File: src/rtl/keypad_scan_fifo.sv
// Matrix keypad scanner: column strobe, row debounce, key encode, show-ahead press FIFO, press interrupt.
// Push lands (DEBOUNCE-1)*SCAN_DIV cycles after first qualifying sample; full FIFO drops presses and flags overflow.
module keypad_scan_fifo #(
    parameter int ROWS        = 4,
    parameter int COLS        = 3,
    parameter int SCAN_DIV    = 50000,
    parameter int DEBOUNCE    = 4,
    parameter int DEPTH       = 4,
    parameter int INTR_CYCLES = 8,
    parameter int PHONE_MAP   = 1,
    localparam int CODE_W     = ($clog2(ROWS*COLS) > 4) ? $clog2(ROWS*COLS) : 4,
    localparam int CNT_W      = $clog2(DEPTH+1)
) (
    input  logic              clk,
    input  logic              rst,
    input  logic [ROWS-1:0]   row_in,
    output logic [COLS-1:0]   col_out,
    output logic [CODE_W-1:0] key_data,
    output logic              key_valid,
    input  logic              key_rd,
    output logic [CNT_W-1:0]  count,
    output logic              overflow,
    output logic              intr
);

    localparam int DIV_W = $clog2(SCAN_DIV);
    localparam int COL_W = $clog2(COLS);
    localparam int ROW_W = (ROWS > 1) ? $clog2(ROWS) : 1;
    localparam int DBC_W = $clog2(DEBOUNCE+1);
    localparam int AW    = $clog2(DEPTH);
    localparam int IC_W  = $clog2(INTR_CYCLES+1);

    typedef enum logic [1:0] {S_SCAN, S_DEBOUNCE, S_HELD, S_RELEASE} state_t;

    state_t             state, state_n;
    logic [DIV_W-1:0]   div_cnt;
    logic [COL_W-1:0]   col, col_n, col_adv;
    logic [ROW_W-1:0]   r, r_n, row_idx;
    logic [DBC_W-1:0]   dbc, dbc_n;
    logic               sample, row_match, row_onehot;
    logic               push, accept, pop;
    logic [CODE_W-1:0]  push_code;
    logic [CODE_W-1:0]  mem [DEPTH];
    logic [AW-1:0]      rd_ptr, wr_ptr;
    logic [IC_W-1:0]    ic;

    function automatic logic [CODE_W-1:0] encode(input logic [ROW_W-1:0] rr,
                                                 input logic [COL_W-1:0] cc);
        int raw;
        raw = int'(rr) * COLS + int'(cc);
        if (PHONE_MAP != 0) begin
            // bottom row of a phone pad is *, 0, #
            if (int'(rr) == 3)
                raw = (int'(cc) == 0) ? 10 : ((int'(cc) == 1) ? 0 : 11);
            else
                raw = raw + 1;
        end
        return CODE_W'(raw);
    endfunction

    assign sample     = (div_cnt == DIV_W'(SCAN_DIV-1));
    assign col_out    = COLS'(1) << col;
    assign col_adv    = (col == COL_W'(COLS-1)) ? '0 : col + COL_W'(1);
    assign row_onehot = $onehot(row_in);
    assign row_match  = (row_in == (ROWS'(1) << r));

    always_comb begin
        row_idx = '0;
        for (int i = 0; i < ROWS; i++)
            if (row_in[i]) row_idx = ROW_W'(i);
    end

    always_ff @(posedge clk) begin
        if (rst)         div_cnt <= '0;
        else if (sample) div_cnt <= '0;
        else             div_cnt <= div_cnt + DIV_W'(1);
    end

    always_ff @(posedge clk) begin
        if (rst) begin
            state <= S_SCAN;
            col   <= '0;
            r     <= '0;
            dbc   <= '0;
        end else begin
            state <= state_n;
            col   <= col_n;
            r     <= r_n;
            dbc   <= dbc_n;
        end
    end

    // col stays frozen outside SCAN, so it doubles as the captured column
    always_comb begin
        state_n   = state;
        col_n     = col;
        r_n       = r;
        dbc_n     = dbc;
        push      = 1'b0;
        push_code = '0;
        if (sample) begin
            case (state)
                S_SCAN: begin
                    if (row_onehot) begin
                        r_n   = row_idx;
                        dbc_n = DBC_W'(1);
                        if (DEBOUNCE == 1) begin
                            state_n   = S_HELD;
                            push      = 1'b1;
                            push_code = encode(row_idx, col);
                        end else begin
                            state_n = S_DEBOUNCE;
                        end
                    end else begin
                        col_n = col_adv;
                    end
                end
                S_DEBOUNCE: begin
                    if (row_match) begin
                        dbc_n = dbc + DBC_W'(1);
                        if (dbc + DBC_W'(1) == DBC_W'(DEBOUNCE)) begin
                            state_n   = S_HELD;
                            push      = 1'b1;
                            push_code = encode(r, col);
                        end
                    end else begin
                        state_n = S_SCAN;
                        col_n   = col_adv;
                    end
                end
                S_HELD: begin
                    if (row_in == '0) begin
                        dbc_n = DBC_W'(1);
                        if (DEBOUNCE == 1) begin
                            state_n = S_SCAN;
                            col_n   = col_adv;
                        end else begin
                            state_n = S_RELEASE;
                        end
                    end
                end
                S_RELEASE: begin
                    if (row_in == '0) begin
                        dbc_n = dbc + DBC_W'(1);
                        if (dbc + DBC_W'(1) == DBC_W'(DEBOUNCE)) begin
                            state_n = S_SCAN;
                            col_n   = col_adv;
                        end
                    end else begin
                        state_n = S_HELD;
                    end
                end
                default: state_n = S_SCAN;
            endcase
        end
    end

    // a pop in the same cycle frees the slot a full FIFO needs
    assign pop    = key_rd && (count != '0);
    assign accept = push && ((count != CNT_W'(DEPTH)) || pop);

    always_ff @(posedge clk) begin
        if (rst) begin
            rd_ptr   <= '0;
            wr_ptr   <= '0;
            count    <= '0;
            overflow <= 1'b0;
        end else begin
            if (accept) wr_ptr <= wr_ptr + AW'(1);
            if (pop)    rd_ptr <= rd_ptr + AW'(1);
            case ({accept, pop})
                2'b10:   count <= count + CNT_W'(1);
                2'b01:   count <= count - CNT_W'(1);
                default: count <= count;
            endcase
            if (push && !accept) overflow <= 1'b1;
        end
    end

    always_ff @(posedge clk) begin
        if (accept) mem[wr_ptr] <= push_code;
    end

    assign key_valid = (count != '0);
    assign key_data  = key_valid ? mem[rd_ptr] : '0;

    always_ff @(posedge clk) begin
        if (rst)           ic <= '0;
        else if (accept)   ic <= IC_W'(INTR_CYCLES);
        else if (ic != '0) ic <= ic - IC_W'(1);
    end

    assign intr = (ic != '0);

endmodule

File: config.mk
export PLATFORM = sky130hd
export DESIGN_NAME = keypad_scan_fifo
export DESIGN_NICKNAME = d
export VERILOG_FILES = /design/src/rtl/keypad_scan_fifo.sv
export SDC_FILE = /design/constraint.sdc
export NUM_CORES = 1
export LEC_CHECK = 0
export BUFFER_PORTS_ARGS = -buffer_cell sky130_fd_sc_hd__buf_4
export CAP_MARGIN = 20
export CELL_PAD_IN_SITES_DETAIL_PLACEMENT = 0
export CELL_PAD_IN_SITES_GLOBAL_PLACEMENT = 2
export CORE_UTILIZATION = 39
export CTS_BUF_LIST = sky130_fd_sc_hd__clkbuf_4 sky130_fd_sc_hd__clkbuf_8 sky130_fd_sc_hd__clkbuf_16
export DETAILED_ROUTE_END_ITERATION = 16
export PLACE_DENSITY = 0.91
export SYNTH_ARGS = -nofsm -noshare
export SYNTH_HDL_FRONTEND = slang
export SYNTH_SLANG_ARGS = --single-unit
File: constraint.sdc
create_clock -name clk -period 3.4 [get_ports clk]
set_clock_uncertainty 0.1 [all_clocks]
set_input_delay 0.68 -clock clk [delete_from_list [all_inputs] [get_ports clk]]
set_output_delay 0.68 -clock clk [all_outputs]
set_load 0.02 [all_outputs]
# == Yosys cells after proc, flatten, opt, wreduce, memory -nomap -nowiden ==
# Memories as Yosys holds them, arrays and structs flattened. A register that Yosys moved wholly into a read port is not among the register bits.
# Cells that the tools add are included.
# totals
romBits,0
regBits,37
ramBits,16
latchBits,0
out_inout_bits,13
n_memories,1
input_bits,7
# memory_table
memory,depth,word_bits,read_ports,rd_ports_with_merged_regs,wr,line_no,text
mem,4,4,1,1,1,43,logic [CODE_W-1:0] mem [DEPTH];
# op_classes
n_mux,40
order_cmp,0
addsub,13
n_eq_ne,22
div_mod_pow,0
reduce_logical,19
shift,2
multipliers,1
n_bitwise,0
# ops
op,count
4-bit two-way mux,10
2-bit two-way mux,15
16-bit by 1-bit adder with 16-bit output (second input constant),1
16-bit equality test (second input constant),1
2-bit != test (second input constant),7
3-bit two-way mux,4
3-bit case mux with 4 select lines,1
2-bit equality test (second input constant),5
5-bit AND reduction,2
3-bit != test (second input constant),3
2-bit case mux with 4 select lines,1
1-bit two-way mux,7
2-bit by 1-bit adder with 2-bit output (second input constant),3
3-bit by 1-bit adder with 3-bit output (second input constant),2
2-bit by 1-bit equality test with 1-bit output (second input constant),3
2-bit case mux with 3 select lines,1
3-bit case mux with 2 select lines,1
6-bit AND reduction,1
3-bit nonzero test,2
1-bit by 1-bit adder with 2-bit output,2
4-bit by 1-bit adder with 4-bit output (second input constant),1
4-bit by 2-bit adder with 4-bit output,1
4-bit equality test,1
2-bit logical NOT,2
16 further kinds,20

# == Depth between registers and ports, before layout ==
# logic_depth
ltp_word,9
depth_mapped,10
mapped_depth_nobuf,10

# == Worst setup path after synthesis ==
# No wires, ideal clock.
# synth_path
path_kind,in2reg
from,in row_in[0]
to,reg dbc[2]
slack_ps,208
path_buffers,0
cell_stages,10
setup_ps,132
t_arrival_ps,2960
path_cell_list,inv_1 > fa_1 > inv_1 > ha_1 > ha_1 > or4b_2 > nor2b_1 > o21a_1 > o31ai_1 > a21oi_1
# synth_via
elab_chain_cells,5
# synth_lines
item,line_no,text
start: declaration,16,"input logic [ROWS-1:0] row_in,"
1-bit by 1-bit adder with 2-bit output (implied by the code),64,assign row_onehot = $onehot(row_in);
2-bit by 2-bit adder with 3-bit output (implied by the code),64,
3-bit by 1-bit equality test with 1-bit output,64,
2-bit != test (no source line),--,
5-bit AND reduction (no source line) (*),--,
end signal: assignment,89,dbc <= dbc_n;
end: declaration,39,"logic [DBC_W-1:0] dbc, dbc_n;"
# Every way passes the cells marked *; elsewhere a longest branch is shown, timed or not.
# A chain may end at the register's enable or synchronous reset.

# == Worst setup path after layout ==
# Same ends and word-level chain as after synthesis.

==> summary.md <==
| Metric | Value |
|---|---|
| Ys flop type | `dfxtp_1` |
| Yosys warning total | `0` |
| Library cell with the largest summed area after synthesis | `dfxtp_1` |
| Area post-placement | `3210 um2` |
| HPWL reported at the end of detailed placement | `3790 um` |
| Nature of the critical path startpoint | `input port` |
| Source of the worst register-to-register timing path | `r[0]` |
| Initial core utilization | `40.5%` |
| Post-synth top area share | `26.4%` |
| Number of buffers added by the clock tree synthesis step | `5` |
| Cells resized by post-CTS repair | `0` |
| Crit path time final | `3.07 ns` |
| Part of the power in registers | `53.7%` |
| Net switching component of the power | `0.385 mW` |
| Worst path setup slack after routing | `0.327 ns` |
| Worst setup EP type | `register` |
| Number of enable flip-flop cells after synthesis | `16` |
| Die width | `89.1 um` |
| Detailed Routing Iterations Pass 1 | `5` |
| # diodes | `0` |
| Largest net degree at the start of global routing | `26` |
| Routability congestion estimate from global placement | `0.736` |
| Ports | `20` |
| Top cells by area, synth | `dfxtp_1, edfxtp_1, ha_1` |
| Floorplan die area | `7930 um2` |
| Worst hold path type | `reg -> reg` |
| Hold buffer count at cts | `0` |
| Final hold violation count | `0` |
| Final standard cell area without fillers | `3310 um2` |
| Post-synth top cells | `nor2_1, dfxtp_1, ha_1` |
| Remaining DRCs | `0` |
| Clock tree from TritonCTS | `done` |
| Slew at the pin closest to its max-slew limit | `0.627 ns` |
| Number of nets in the final layout | `341` |
| Sw Share | `28.6%` |
| Total Negative Setup Slacks | `0 ns` |
| Syn Std Cell Area | `2960 um2` |
| Final core utilization | `45.4%` |
| Final-report max-slew violation count | `0` |
| Register area share after synthesis | `42.7%` |
| Initial antenna violation count | `0` |
| Share of synthesized registers carrying an async set or reset | `0%` |
| H-tree depth | `2` |
| Power per Cell Area | `407 nW/um2` |
| Leakage dissipation | `1.31 nW` |
| Aggregate global-route resource usage | `13.9%` |
| ANT nets after route | `0` |
| Combinational power share | `17.8%` |
| Largest fanout of any net on the critical path | `3` |
| Critical path type | `in -> reg` |
| End of the worst register-to-register path | `mem[0][1]` |
| CTS Buffer Depth | `2` |
| Clock slew at reported path FFs | `0.10 ns` |
| Relative slew margins | `58.1%` |
| Status | `completed` |
| Routed via count | `2034` |
| Net count after synthesis | `321` |
| Post-Place Worst Slack | `0.0148 ns` |
| P&R area growth vs syn | `11.9%` |
| Global-route wire length before repair | `8560 um` |
| Number of endpoints failing setup at the final stage | `0` |
| Clock network fraction of design power | `28.4%` |
| Post-CTS Setup Repair Bufs | `0` |
| CP required | `3.50 ns` |
| Synthesized flop and latch total | `55` |
| Data arrival time of the critical path | `3.17 ns` |
| Vias in the first global route | `1883` |
| Port Buffer Count | `19` |
| Final wirelength | `5130 um` |
| Number of unique standard cell types used by synthesis | `45` |
| Worst reg-to-reg path cell count | `6` |
| Std-Cell Rows | `31` |
| IR Drop Worst-Case VDD | `0.151 mV` |
| Most common cell in the synthesized netlist | `nor2_1` |
| Synthesized netlist cell count | `290` |
| Max-capacitance violation count | `0` |
| Overflow left after global routing | `0` |
| Hold endpoint | `overflow` |
| Area of the core region | `7290 um2` |
| Ratio of cells with drive above 1 in the final layout | `14.8%` |
| Clock root buffer | `clkbuf_8` |
| Die Height | `89.1 um` |
| Later-pin clock latency in the skew report | `0.31 ns` |
| Internal power component | `0.962 mW` |
| Post-route clock period utilization | `90.4%` |
| # clock sinks | `55` |
| Number of cells on the worst hold path | `2` |
| Mean Syn Cell Area | `10.2 um2` |
| Fmax | `325 MHz` |
| Worst setup slack for register-to-register paths | `0.36 ns` |
| WL/cell | `12.5 um` |
| Start point of the worst hold path | `overflow` |
| Ratio of routed vias to standard cells | `4.96` |
| Number of design-rule violations left by the first detailed-router iteration | `76` |
| RSZ-0062 raised after global routing | `no` |
-- through the flow --
step                      cells  hold slack [ns]  power (mW)
after global placement      402            0.353       0.978
after global routing        410            0.438        1.42
after CTS                   410            0.388        1.36
after detailed placement    402            0.363       0.981
after floorplan             290            0.338       0.916
final                       410            0.379        1.35
-- routing by layer --
metal | track usage, % | part of all wire [%] | vias to the layer above
met5 | 0 | 0 | -
met4 | 5.34 | 1.7 | 0
met3 | 2.49 | 2.5 | 8
met2 | 22.2 | 45 | 29
met1 | 18.7 | 50 | 947
li1 | - | - | 1050
-- cells by family after synthesis --
logic type / count (synthesis) / synth area share [%]
AO/OA/AOI/OAI: 33 / 7.15
adder cells (fa/ha/maj): 24 / 11.2
XOR/XNOR: 25 / 7.41
multiplexers: 14 / 6.56
buffers and inverters: 27 / 3.51
AND/OR/NAND/NOR: 112 / 21.5
flip-flops: 55 / 42.7
-- worst max path at each step --
| stage | startpoint | cells after the start | endpoint | slack (ns) |
|---|---|---|---|---|
| after floorplan | row_in[0] | 10 | dbc[2] | 0.21 |
| after global placement | row_in[0] | 11 | dbc[2] | 0.04 |
| after detailed placement | row_in[0] | 11 | dbc[2] | 0.01 |
| after CTS | row_in[0] | 11 | dbc[2] | 0.35 |
| after global routing | row_in[0] | 11 | dbc[0] | 0.17 |
| final | row_in[0] | 11 | dbc[2] | 0.33 |
-- registers in the layout, summed over array words and instances, names as in the netlist, named ones only --
name	cells
wr_ptr	2
dbc	3
overflow	1
col	2
rd_ptr	2
mem	16
state	2
count	3
ic	4
div_cnt	16
r	2
-- layout by cell type, fill, tap and decap left out, drive strengths merged, types with 2 or more instances in the layout --
cell,instances
a211oi,6
a21oi,12
a311oi,2
and2,9
and3,5
and4,3
and4bb,2
buf,23
clkbuf,5
dfxtp,39
edfxtp,16
fa,4
ha,20
inv,18
mux2,3
mux2i,7
mux4,4
nand2,11
nand2b,2
nand3,7
nand4,6
nor2,40
nor2b,6
nor3,7
nor4,2
nor4b,4
o21a,2
o21ai,4
o31ai,2
or3,4
xnor2,12
xor2,13
-- worst max-delay path, cell delays in order --
cell	delay [ns]
buf_4	0.09
inv_1	0.06
fa_1	0.53
inv_1	0.04
ha_1	0.17
ha_1	0.28
or4b_2	0.67
nor2b_1	0.17
o21a_1	0.15
o31ai_1	0.25
a21oi_1	0.09
-- power by group through the flow --
| stage | clock, mW | combinational, mW | sequential [mW] |
|---|---|---|---|
| after global routing | 0.416 | 0.273 | 0.729 |
| final | 0.383 | 0.240 | 0.724 |
| after CTS | 0.394 | 0.244 | 0.724 |
| after floorplan | 0 | 0.180 | 0.736 |
| after detailed placement | 0 | 0.242 | 0.739 |
| after global placement | 0 | 0.240 | 0.738 |
-- cell type report --
cell class / count / area, um2
inverters: 17 / 63.8
fillers: 734 / 3980
flip-flops and latches: 55 / 1260
repair buffers: 23 / 173
clock buffers: 5 / 68.8
clock inverters: 3 / 27.5
multi-input cells: 208 / 1590
well taps: 99 / 124
No activity file was read; power rests on OpenSTA's default activity.
